`src/rtl/univ_shift_reg_if.sv`:
```
// Signal bundle for univ_shift_reg: mode/data/serial inputs and register-side outputs.
// The parity port exists only when USR_PARITY_EN is defined.
interface univ_shift_reg_if #(
  parameter int WIDTH = 8,
  parameter int CNT_W = 4
);
  logic [2:0]       mode;
  logic [WIDTH-1:0] D;
  logic             sin_l;
  logic             sin_r;
  logic [WIDTH-1:0] Q;
  logic             sout_l;
  logic             sout_r;
  logic [CNT_W-1:0] cnt;
  logic             full;
  logic             done;
`ifdef USR_PARITY_EN
  logic             parity;

  modport master (
    output mode, D, sin_l, sin_r,
    input  Q, sout_l, sout_r, cnt, full, done, parity
  );
  modport slave (
    input  mode, D, sin_l, sin_r,
    output Q, sout_l, sout_r, cnt, full, done, parity
  );
`else
  modport master (
    output mode, D, sin_l, sin_r,
    input  Q, sout_l, sout_r, cnt, full, done
  );
  modport slave (
    input  mode, D, sin_l, sin_r,
    output Q, sout_l, sout_r, cnt, full, done
  );
`endif
endinterface

```
`src/rtl/univ_shift_reg.sv`:
```
// Universal shift/rotate register with saturating shift counter, full flag and done pulse.
// Optional registered parity output when USR_PARITY_EN is defined.
module univ_shift_reg #(
  parameter int WIDTH = 8,
  parameter int CNT_W = 4
) (
  input  logic            clk,
  input  logic            clear,
  univ_shift_reg_if.slave bus
);

  if (WIDTH < 2 || (1 << CNT_W) <= WIDTH) begin : g_param_check
    $error("univ_shift_reg: need WIDTH >= 2 and 2**CNT_W > WIDTH");
  end

  typedef enum logic [2:0] {
    M_HOLD = 3'b000,
    M_LOAD = 3'b001,
    M_SHL  = 3'b010,
    M_SHR  = 3'b011,
    M_ROL  = 3'b100,
    M_ROR  = 3'b101,
    M_ASR  = 3'b110,
    M_SCLR = 3'b111
  } mode_e;

  localparam logic [CNT_W-1:0] CNT_MAX = CNT_W'(WIDTH);
  localparam logic [CNT_W-1:0] CNT_PRE = CNT_W'(WIDTH - 1);

  mode_e            mode;
  logic [WIDTH-1:0] q_r, q_next;
  logic [CNT_W-1:0] cnt_r, cnt_next;
  logic             full_r, done_r;
  logic             shift_op;

  assign mode = mode_e'(bus.mode);

  always_comb begin
    // NOTE: every combinational output gets a default first, so no path leaves it unassigned and no latch is inferred.
    q_next   = q_r;
    shift_op = 1'b0;
    case (mode)
      M_HOLD: q_next = q_r;
      M_LOAD: q_next = bus.D;
      M_SHL: begin
        q_next   = {q_r[WIDTH-2:0], bus.sin_l};
        shift_op = 1'b1;
      end
      M_SHR: begin
        q_next   = {bus.sin_r, q_r[WIDTH-1:1]};
        shift_op = 1'b1;
      end
      M_ROL: begin
        q_next   = {q_r[WIDTH-2:0], q_r[WIDTH-1]};
        shift_op = 1'b1;
      end
      M_ROR: begin
        q_next   = {q_r[0], q_r[WIDTH-1:1]};
        shift_op = 1'b1;
      end
      M_ASR: begin
        q_next   = {q_r[WIDTH-1], q_r[WIDTH-1:1]};
        shift_op = 1'b1;
      end
      M_SCLR: q_next = '0;
    endcase
  end

  // Counter clears on LOAD/SCLR, advances on shift-class modes and parks at WIDTH.
  always_comb begin
    cnt_next = cnt_r;
    if (mode == M_LOAD || mode == M_SCLR)
      cnt_next = '0;
    else if (shift_op && cnt_r != CNT_MAX)
      cnt_next = cnt_r + CNT_W'(1);
  end

  always_ff @(posedge clk or posedge clear) begin
    if (clear) begin
      q_r    <= '0;
      cnt_r  <= '0;
      full_r <= 1'b0;
      done_r <= 1'b0;
    end else begin
      // NOTE: state registers use non-blocking assignment so every flop samples pre-edge values.
      q_r    <= q_next;
      cnt_r  <= cnt_next;
      full_r <= (cnt_next == CNT_MAX);
      done_r <= shift_op && (cnt_r == CNT_PRE);
    end
  end

`ifdef USR_PARITY_EN
  logic parity_r;

  // Taken from q_next so parity lands in the same cycle as the Q it describes.
  always_ff @(posedge clk or posedge clear) begin
    if (clear) parity_r <= 1'b0;
    else       parity_r <= ^q_next;
  end

  assign bus.parity = parity_r;
`endif

  assign bus.Q      = q_r;
  assign bus.sout_l = q_r[WIDTH-1];
  assign bus.sout_r = q_r[0];
  assign bus.cnt    = cnt_r;
  assign bus.full   = full_r;
  assign bus.done   = done_r;

endmodule

```
`src/flat_wrapper.sv`:
```
// flat-port wrapper written by rule: the top's interface ports become plain ports
module univ_shift_reg_flat 
#(
  parameter int WIDTH = 8,
  parameter int CNT_W = 4
)
  (clk, clear, bus_mode, bus_D, bus_sin_l, bus_sin_r, bus_Q, bus_sout_l, bus_sout_r, bus_cnt, bus_full, bus_done);
  univ_shift_reg_if #(.WIDTH(WIDTH), .CNT_W(CNT_W)) bus_i ();
  input  logic clk;
  input  logic clear;
  input wire logic [$bits(bus_i.mode)-1:0] bus_mode;
  input wire logic [$bits(bus_i.D)-1:0] bus_D;
  input wire logic [$bits(bus_i.sin_l)-1:0] bus_sin_l;
  input wire logic [$bits(bus_i.sin_r)-1:0] bus_sin_r;
  output wire logic [$bits(bus_i.Q)-1:0] bus_Q;
  output wire logic [$bits(bus_i.sout_l)-1:0] bus_sout_l;
  output wire logic [$bits(bus_i.sout_r)-1:0] bus_sout_r;
  output wire logic [$bits(bus_i.cnt)-1:0] bus_cnt;
  output wire logic [$bits(bus_i.full)-1:0] bus_full;
  output wire logic [$bits(bus_i.done)-1:0] bus_done;
  assign bus_i.mode = bus_mode;
  assign bus_i.D = bus_D;
  assign bus_i.sin_l = bus_sin_l;
  assign bus_i.sin_r = bus_sin_r;
  assign bus_Q = bus_i.Q;
  assign bus_sout_l = bus_i.sout_l;
  assign bus_sout_r = bus_i.sout_r;
  assign bus_cnt = bus_i.cnt;
  assign bus_full = bus_i.full;
  assign bus_done = bus_i.done;
  univ_shift_reg #(.WIDTH(WIDTH), .CNT_W(CNT_W)) u_core (.clk(clk), .clear(clear), .bus(bus_i));
endmodule
```
`config.mk`:
```
export PLATFORM = sky130hd
export DESIGN_NAME = univ_shift_reg_flat
export DESIGN_NICKNAME = d
export VERILOG_FILES = /design/src/rtl/univ_shift_reg_if.sv /design/src/rtl/univ_shift_reg.sv /design/src/flat_wrapper.sv
export SDC_FILE = /design/constraint.sdc
export NUM_CORES = 1
export LEC_CHECK = 0
export CAP_MARGIN = 20
export CELL_PAD_IN_SITES_DETAIL_PLACEMENT = 1
export CELL_PAD_IN_SITES_GLOBAL_PLACEMENT = 1
export CORE_ASPECT_RATIO = 0.9
export CORE_UTILIZATION = 33
export CTS_CLUSTER_SIZE = 16
export DETAILED_ROUTE_END_ITERATION = 12
export PLACE_DENSITY_LB_ADDON = 0.3
export SYNTH_ARGS = -nofsm -noshare
export SYNTH_HDL_FRONTEND = slang
export SYNTH_SLANG_ARGS = --single-unit
```
`constraint.sdc`:
```
create_clock -name clk -period 1.8 [get_ports clk]
set_input_delay 0.54 -clock clk [delete_from_list [all_inputs] [get_ports clk]]
set_output_delay 0.54 -clock clk [all_outputs]
set_load 0.005 [all_outputs]
```
==> implementation parameters, run 1 <==
Parameter                              Value

Synth
  Unique cell type count in the Yosys netlist ... 36
  Cell area after synthesis ... 1020 µm²
  Post-synthesis share of cell area spent on and, or, nand and nor gates ... 23.3%
  Syn avg cell area ... 8.12 µm²
  Main flop type after synthesis ... sky130_fd_sc_hd__dfrtp_1
  Cell type contributing the most total cell area after synthesis ... sky130_fd_sc_hd__dfrtp_1
  Fraction of registers with async set/reset ... 100%
  #FFs+latches synth ... 14
  Largest cells by area after synthesis ... sky130_fd_sc_hd__dfrtp_1 34%, sky130_fd_sc_hd__mux2i_1 5.9%, sky130_fd_sc_hd__nor2_1 5.9%, sky130_fd_sc_hd__a21oi_1 4.9%, sky130_fd_sc_hd__o21ai_0 4.9%
  Complex-gate fraction of the synthesized area ... 23.3%
  Main combinational cell family by area after synthesis ... compound AO/OA/AOI/OAI gates
  Post-synthesis share of cell area spent on xor and xnor gates ... 3.42%
  Sequential cell area fraction in the yosys report ... 34.2%
  Portion of netlist area occupied by mux cells ... 5.87%
  Post-synth EDFFs ... 0
  Count leader, synth ... sky130_fd_sc_hd__nor2_1
  Adder-Cell Fraction of Synth Area ... 2.44%
  Synthesized netlist net count ... 143
  Ranking of synthesized cells by instance count ... 16 x sky130_fd_sc_hd__nor2_1, 14 x sky130_fd_sc_hd__dfrtp_1, 10 x sky130_fd_sc_hd__a21oi_1, 10 x sky130_fd_sc_hd__o21ai_0, 8 x sky130_fd_sc_hd__nand2_1
  YS warnings ... 0
  Top cell type's share of synthesized area ... 34.2%
  Synthesized netlist cell count ... 126

Worst setup path
  Capturing element type of the critical path ... primary output
  R2R Path Start ... u_core.bus.cnt[1]
  Worst R2R End ... u_core.bus.full
  Type of the setup path with the least slack ... flip-flop to primary output
  Critical path arrival ... 1.21 ns
  Cell family with the largest share of critical-path delay ... buffers and inverters
  Worst stage delay on the critical path ... 0.51 ns
  Path depth of the worst reg2reg path ... 7
  Data required time at the worst endpoint ... 1.26 ns
  Slowest stage cell, crit path ... sky130_fd_sc_hd__clkdlybuf4s50_1
  Buf+Inv Stages, Crit Path ... 1
  Type of element launching the critical path ... flip-flop
  Ordered list of cells on the worst path ... clkdlybuf4s50_1
  Maximum fanout along the worst path ... 5
  Slack of the worst reg-to-reg path ... 0.06 ns

Timing
  Number of setup violations in the final report ... 0
  Hold Vio Cnt, Final ... 0
  Pins Over Slew Limit ... 0
  Share of the clock period used by the worst path after layout ... 97.5%
  Clk_skew ... 0.00492 ns
  Slew HR ... 79.4%
  Worst slew pin tran ... 0.309 ns
  Final critical-path required period ... 1.75 ns
  Fmax ... 0.570 GHz

Status
  Run status ... completed

Die
  Number of top-level design ports ... 31
  Cell Rows ... 18
  Chip height ... 54.8 µm
  Die width ... 60.7 µm
  Starting Density ... 36.1%
  Placeable core region ... 2840 µm²
  Die Area ... 3330 µm²

Global route
  First-pass GRT wire length ... 5.26 mm
  Overall overflow remaining after global route ... 0
  Pin count of the biggest net entering global routing ... 20
  Number of antenna violations at the first check in global routing ... 0
  Total routing usage reported by global routing ... 22.8%
  Via count of the first global-routing pass ... 1071

Power
  Power per cell area ... 959 nW/µm²
  Sequential group share of total power ... 29.6%
  P_leak ... 0.721 nW
  P_sw ... 0.565 mW
  Clk pwr share ... 15.3%
  Share of power burned in combinational logic ... 55.1%
  Internal ... 0.969 mW
  Total power consumption of the routed design ... 1.53 mW
  Worst vdd ir ... 0.000454 V
  Net Sw Frac ... 36.9%

Hold path
  Classification of the worst-slack hold path ... primary input to asynchronous set/reset pin

Cells and area
  Final instance area ... 1600 µm²
  Layout Area Growth over Synthesis ... 56.2%
  Final Instance Count excl. Fillers ... 221
  Number of diodes ... 0
  Number of nets at the end of the flow ... 199
  Number of fillers in the final layout ... 356
  Share of layout cells above drive strength 1 ... 23.8%

Clock tree
  CTS tree ... yes
  Number of sinks driven by the clock tree ... 14
  Num CTS Buffers ... 3
  Buffer levels on the longest clock path ... 2
  Level count of the clock H-tree ... 1
  Buffer type at the clock tree root ... sky130_fd_sc_hd__clkbuf_4
  Clock Latency Late Sink ... 0.29 ns
  Clock transition at the register clock pins on the worst setup and hold paths after CTS ... 0.09 ns

Job
  Max-cap violations ... 0

Placement
  Routability cong. ... 0.811
  Cell total after placement ... 201
  HPWL reported at the end of detailed placement ... 2.43 mm
  Instance area at placement ... 1430 µm²
  Number of buffer cells added on primary ports ... 30

Routing
  Routed wire per std cell ... 16.7 µm
  Post-route ant nets ... 0
  # DRC ... 0
  Number of violations reported at the end of detailed-routing iteration 0 ... 34
  Detail-routed via count per cell ... 5.29
  Vias ... 1168
  First-pass DRT Iterations ... 4
  Detailed Route WL ... 3.69 mm
[registers in the layout (all words and copies together) (netlist names)]
name and flops:
u_core.bus.cnt 4, u_core.bus.Q 8, u_core.bus.done 1, u_core.bus.full 1
[routing by layer]
metal | wire [µm] | global-route usage, % | vias up | share of wire [%]
li1 | - | - | 554 | -
met1 | 1630 | 28.1 | 574 | 44
met2 | 1830 | 40.1 | 31 | 50
met3 | 138 | 4.26 | 9 | 3.7
met4 | 94 | 7.95 | 0 | 2.5
met5 | 0 | 0 | - | 0
[logic make-up after synthesis]
group,after synthesis
AND/OR/NAND/NOR,49
AO/OA/AOI/OAI,37
buffers and inverters,14
flip-flops,14
multiplexers,6
XOR/XNOR,4
adder cells (fa/ha/maj),2
[power groups by stage]
stage	logic (mW)	registers, mW	clock network (mW)
6_report	0.845	0.454	0.235
5_1_grt	0.916	0.462	0.253
4_1_cts	0.682	0.487	0.237
3_5_place_dp	0.610	0.508	0
3_3_place_gp	0.574	0.499	0
2_1_floorplan	0.320	0.484	0
[cells in the final DEF, fill, tap and decap left out, types with 4 or more instances in the layout]
cell and n:
sky130_fd_sc_hd__nand2_1 8, sky130_fd_sc_hd__a21oi_1 10, sky130_fd_sc_hd__o21ai_0 9, sky130_fd_sc_hd__nand3_1 4, sky130_fd_sc_hd__nor2b_1 6, sky130_fd_sc_hd__inv_1 4, sky130_fd_sc_hd__dfrtp_1 9, sky130_fd_sc_hd__mux2i_1 6
sky130_fd_sc_hd__nand2b_1 4, sky130_fd_sc_hd__dfrtp_2 5, sky130_fd_sc_hd__nor2_1 16, sky130_fd_sc_hd__buf_4 29, sky130_fd_sc_hd__clkdlybuf4s50_1 27
[area by class of cell]
type	count	area, µm²	area share [%]
sequential	14	357	22.3
timing repair buffer	61	541	33.8
inverter	4	15.0	0.939
tap	40	50.0	3.13
clock buffer	4	36.3	2.27
multi-input combinational	98	601	37.6
[worst max-delay path by stage]
stage / start / cells after the start / slack [ns] / endpoint
after CTS: u_core.bus.cnt[2] / 1 / 0.003 / bus_cnt[2]
after floorplan: bus_mode[2] / 6 / 0.20 / u_core.bus.Q[1]
after detailed placement: bus_mode[2] / 5 / -0.30 / u_core.bus.Q[2]
final: u_core.bus.cnt[3] / 1 / 0.05 / bus_cnt[3]
after global placement: bus_mode[2] / 5 / -0.24 / u_core.bus.Q[2]
after global routing: u_core.bus.cnt[1] / 7 / -0.04 / u_core.bus.full
[stage by stage]
step | hold slack, ns | utilization, % | TNS [ns] | setup slack [ns]
6_report | 0.561 | 56.3 | 0 | 0.0456
5_1_grt | 0.582 | 56.3 | -0.0396 | -0.0373
4_1_cts | 0.529 | 53.1 | 0 | 0.00268
3_5_place_dp | 0.565 | 50.3 | -2.54 | -0.297
3_3_place_gp | 0.546 | 50.3 | -2.03 | -0.238
2_1_floorplan | 0.429 | - | 0 | 0.204
[timing repair]
item,CTS,global route
setup buffers,4,12
hold buffers,0,0
gates cloned,0,0
endpoints found under the setup margin,11,9
gates resized for setup,11,1
(Power assumes the default switching activity.)
==> run 2: changes to the inputs <==
- ABC_CLOCK_PERIOD_IN_PS: not set -> 2100
- CORE_UTILIZATION: 33 -> 36
- SKIP_CTS_REPAIR_TIMING: not set -> 1
- clock period: 1.8 -> 2.1 ns (I/O delays scaled with it)
==> run 2 against run 1 <==
Net effect:
- combinational power fell by 39%
- total power fell by 25%
- worst setup slack improved by 0.093 ns
- sequential cell count did not move
- count of clock-buffer cells in the layout did not move
- global-route usage rose by 0.69 points
- via count fell by 8.7%
- sequential share of layout area rose by 1.6 points
- wire length fell by 16%
- register-to-register slack improved by 0.39 ns
- sequential power fell by 6.2%
- critical endpoint is now bus_cnt[2]
- largest cell class unchanged
==> implementation parameters, run 2 (synthesis results as in run 1) <==
Parameter                              Value

Worst setup path
  Worst R2R End ... u_core.bus.full (unchanged)
  Slack of the worst reg-to-reg path ... 0.45 ns (was 0.06 ns)
  Buf+Inv Stages, Crit Path ... 1 (unchanged)
  Cell family with the largest share of critical-path delay ... buffers and inverters (unchanged)
  Capturing element type of the critical path ... primary output (unchanged)
  Maximum fanout along the worst path ... 8 (was 5)
  Ordered list of cells on the worst path ... clkdlybuf4s50_1 (unchanged)
  Type of the setup path with the least slack ... flip-flop to primary output (unchanged)
  Type of element launching the critical path ... flip-flop (unchanged)
  Worst stage delay on the critical path ... 0.56 ns (was 0.51 ns)
  Data required time at the worst endpoint ... 1.47 ns (was 1.26 ns)
  Critical path arrival ... 1.33 ns (was 1.21 ns)
  Slowest stage cell, crit path ... sky130_fd_sc_hd__clkdlybuf4s50_1 (unchanged)
  Path depth of the worst reg2reg path ... 6 (was 7)
  R2R Path Start ... u_core.bus.cnt[0] (was u_core.bus.cnt[1])

Clock tree
  Clock Latency Late Sink ... 0.29 ns (about the same)
  Num CTS Buffers ... 3 (unchanged)
  Clock transition at the register clock pins on the worst setup and hold paths after CTS ... 0.09 ns (about the same)
  CTS tree ... yes (unchanged)
  Level count of the clock H-tree ... 1 (unchanged)
  Buffer type at the clock tree root ... sky130_fd_sc_hd__clkbuf_4 (unchanged)
  Number of sinks driven by the clock tree ... 14 (unchanged)
  Buffer levels on the longest clock path ... 2 (unchanged)

Cells and area
  Number of nets at the end of the flow ... 182 (was 199)
  Share of layout cells above drive strength 1 ... 12.8% (was 23.8%)
  Number of diodes ... 0 (unchanged)
  Commonest non-fill, non-tap cell in the layout ... sky130_fd_sc_hd__clkdlybuf4s50_1 (was sky130_fd_sc_hd__buf_4)
  Most frequent cells in the layout ... 30 x sky130_fd_sc_hd__clkdlybuf4s50_1, 16 x sky130_fd_sc_hd__nor2_1, 14 x sky130_fd_sc_hd__dfrtp_1 (was 29 x sky130_fd_sc_hd__buf_4, 27 x sky130_fd_sc_hd__clkdlybuf4s50_1, 16 x sky130_fd_sc_hd__nor2_1)
  Layout Area Growth over Synthesis ... 43.2% (was 56.2%)
  Number of flip-flops under the largest register name ... 8 (unchanged)

Die
  Die Area ... 3060 µm² (was 3330 µm²)
  Number of top-level design ports ... 31 (unchanged)
  Starting Density ... 39.8% (was 36.1%)
  Die width ... 58.2 µm (was 60.7 µm)
  Placeable core region ... 2570 µm² (was 2840 µm²)
  Cell Rows ... 17 (was 18)
  Chip height ... 52.6 µm (was 54.8 µm)

Timing
  Slew HR ... 62.1% (was 79.4%)
  Pins Over Slew Limit ... 0 (unchanged)
  Unrepaired setup endpoints after global routing ... false
  Number of setup violations in the final report ... 0 (unchanged)
  Final critical-path required period ... 1.96 ns
  Clk_skew ... 0.00264 ns (was 0.00492 ns)
  Worst slew pin tran ... 0.568 ns (was 0.309 ns)
  Setup TNS ... 0 ns (unchanged)
  Fmax ... 0.510 GHz
  Worst path setup slack after routing ... 0.139 ns (was 0.0456 ns)
  Share of the clock period used by the worst path after layout ... 93.4%
  Hold Vio Cnt, Final ... 0 (unchanged)

Routing
  Number of violations reported at the end of detailed-routing iteration 0 ... 36 (was 34)
  Vias ... 1066 (was 1168)
  Detailed Route WL ... 3.09 mm (was 3.69 mm)
  Detail-routed via count per cell ... 5.28 (was 5.29)
  Routed wire per std cell ... 15.3 µm (was 16.7 µm)
  First-pass DRT Iterations ... 4 (unchanged)
  # DRC ... 0 (unchanged)
  Post-route ant nets ... 0 (unchanged)

Global route
  Overall overflow remaining after global route ... 0 (unchanged)
  Pin count of the biggest net entering global routing ... 20 (unchanged)
  Number of antenna violations at the first check in global routing ... 0 (unchanged)
  Via count of the first global-routing pass ... 1121 (was 1071)
  First-pass GRT wire length ... 5.42 mm (was 5.26 mm)
  Total routing usage reported by global routing ... 23.5% (was 22.8%)

Status
  Run status ... completed (unchanged)

Placement
  Routability cong. ... 0.791 (was 0.811)
  Post-place setup slack ... -0.0964 ns (was -0.297 ns)
  Number of buffer cells added on primary ports ... 30 (unchanged)
  HPWL reported at the end of detailed placement ... 2.30 mm (was 2.43 mm)

Power
  P_leak ... 0.634 nW (was 0.721 nW)
  Power per cell area ... 782 nW/µm² (was 959 nW/µm²)
  Worst vdd ir ... 0.000555 V (was 0.000454 V)

Hold path
  Number of cells on the worst hold path ... 1
  Classification of the worst-slack hold path ... flip-flop to flip-flop (was primary input to asynchronous set/reset pin)
  Min-delay src ... u_core.bus.cnt[3]
  End of the worst hold path ... u_core.bus.done

Job
  Max-cap violations ... 0 (unchanged)
run 2: worst max-delay path by stage:
| stage | end | slack, ns | depth (start not counted) | startpoint |
|---|---|---|---|---|
| floorplan | u_core.bus.Q[1] | 0.41 | 6 | bus_mode[2] |
| global placement | u_core.bus.full | -0.01 | 5 | bus_mode[1] |
| detailed placement | u_core.bus.Q[3] | -0.1 | 5 | bus_mode[1] |
| CTS | bus_cnt[2] | 0.13 | 1 | u_core.bus.cnt[2] |
| global route | bus_cnt[2] | 0.06 | 1 | u_core.bus.cnt[2] |
| finish | bus_cnt[2] | 0.14 | 1 | u_core.bus.cnt[2] |
run 2: through the flow:
step                hold slack (ns)  util (%)  cell area [µm²]  cells  power [mW]
floorplan                     0.506         -             1020    126       0.689
global placement              0.551      55.5             1430    198       0.919
detailed placement            0.551      55.5             1430    198       0.945
CTS                           0.565      56.9             1470    202        1.15
global route                  0.592      56.9             1470    202        1.24
finish                        0.560      56.9             1470    202        1.15
run 2: power by group:
| part | internal [mW] | leakage (nW) | switching [mW] |
|---|---|---|---|
| Combinational | 0.290 | 0.440 | 0.227 |
| Clock | 0.106 | 0.0210 | 0.0964 |
| Sequential | 0.329 | 0.173 | 0.0962 |
run 2: metal layers:
metal	global-route usage (%)	wire, µm
met2	37.0	1420
met1	32.2	1530
met3	5.68	119
met5	0	0
met4	6.35	20
run 2: area by class of cell:
type / count / area [µm²]
fill: 330 / 1110
multi-input combinational: 98 / 598
inverter: 4 / 15.0
sequential: 14 / 350
clock buffer: 4 / 36.3
timing repair buffer: 44 / 418
tap: 38 / 47.5
==> run 3: changes to the inputs <==
- TNS_END_PERCENT: not set -> 5
==> results of run 3 <==
Final layout, timing and power as in run 2 (identical DEF).
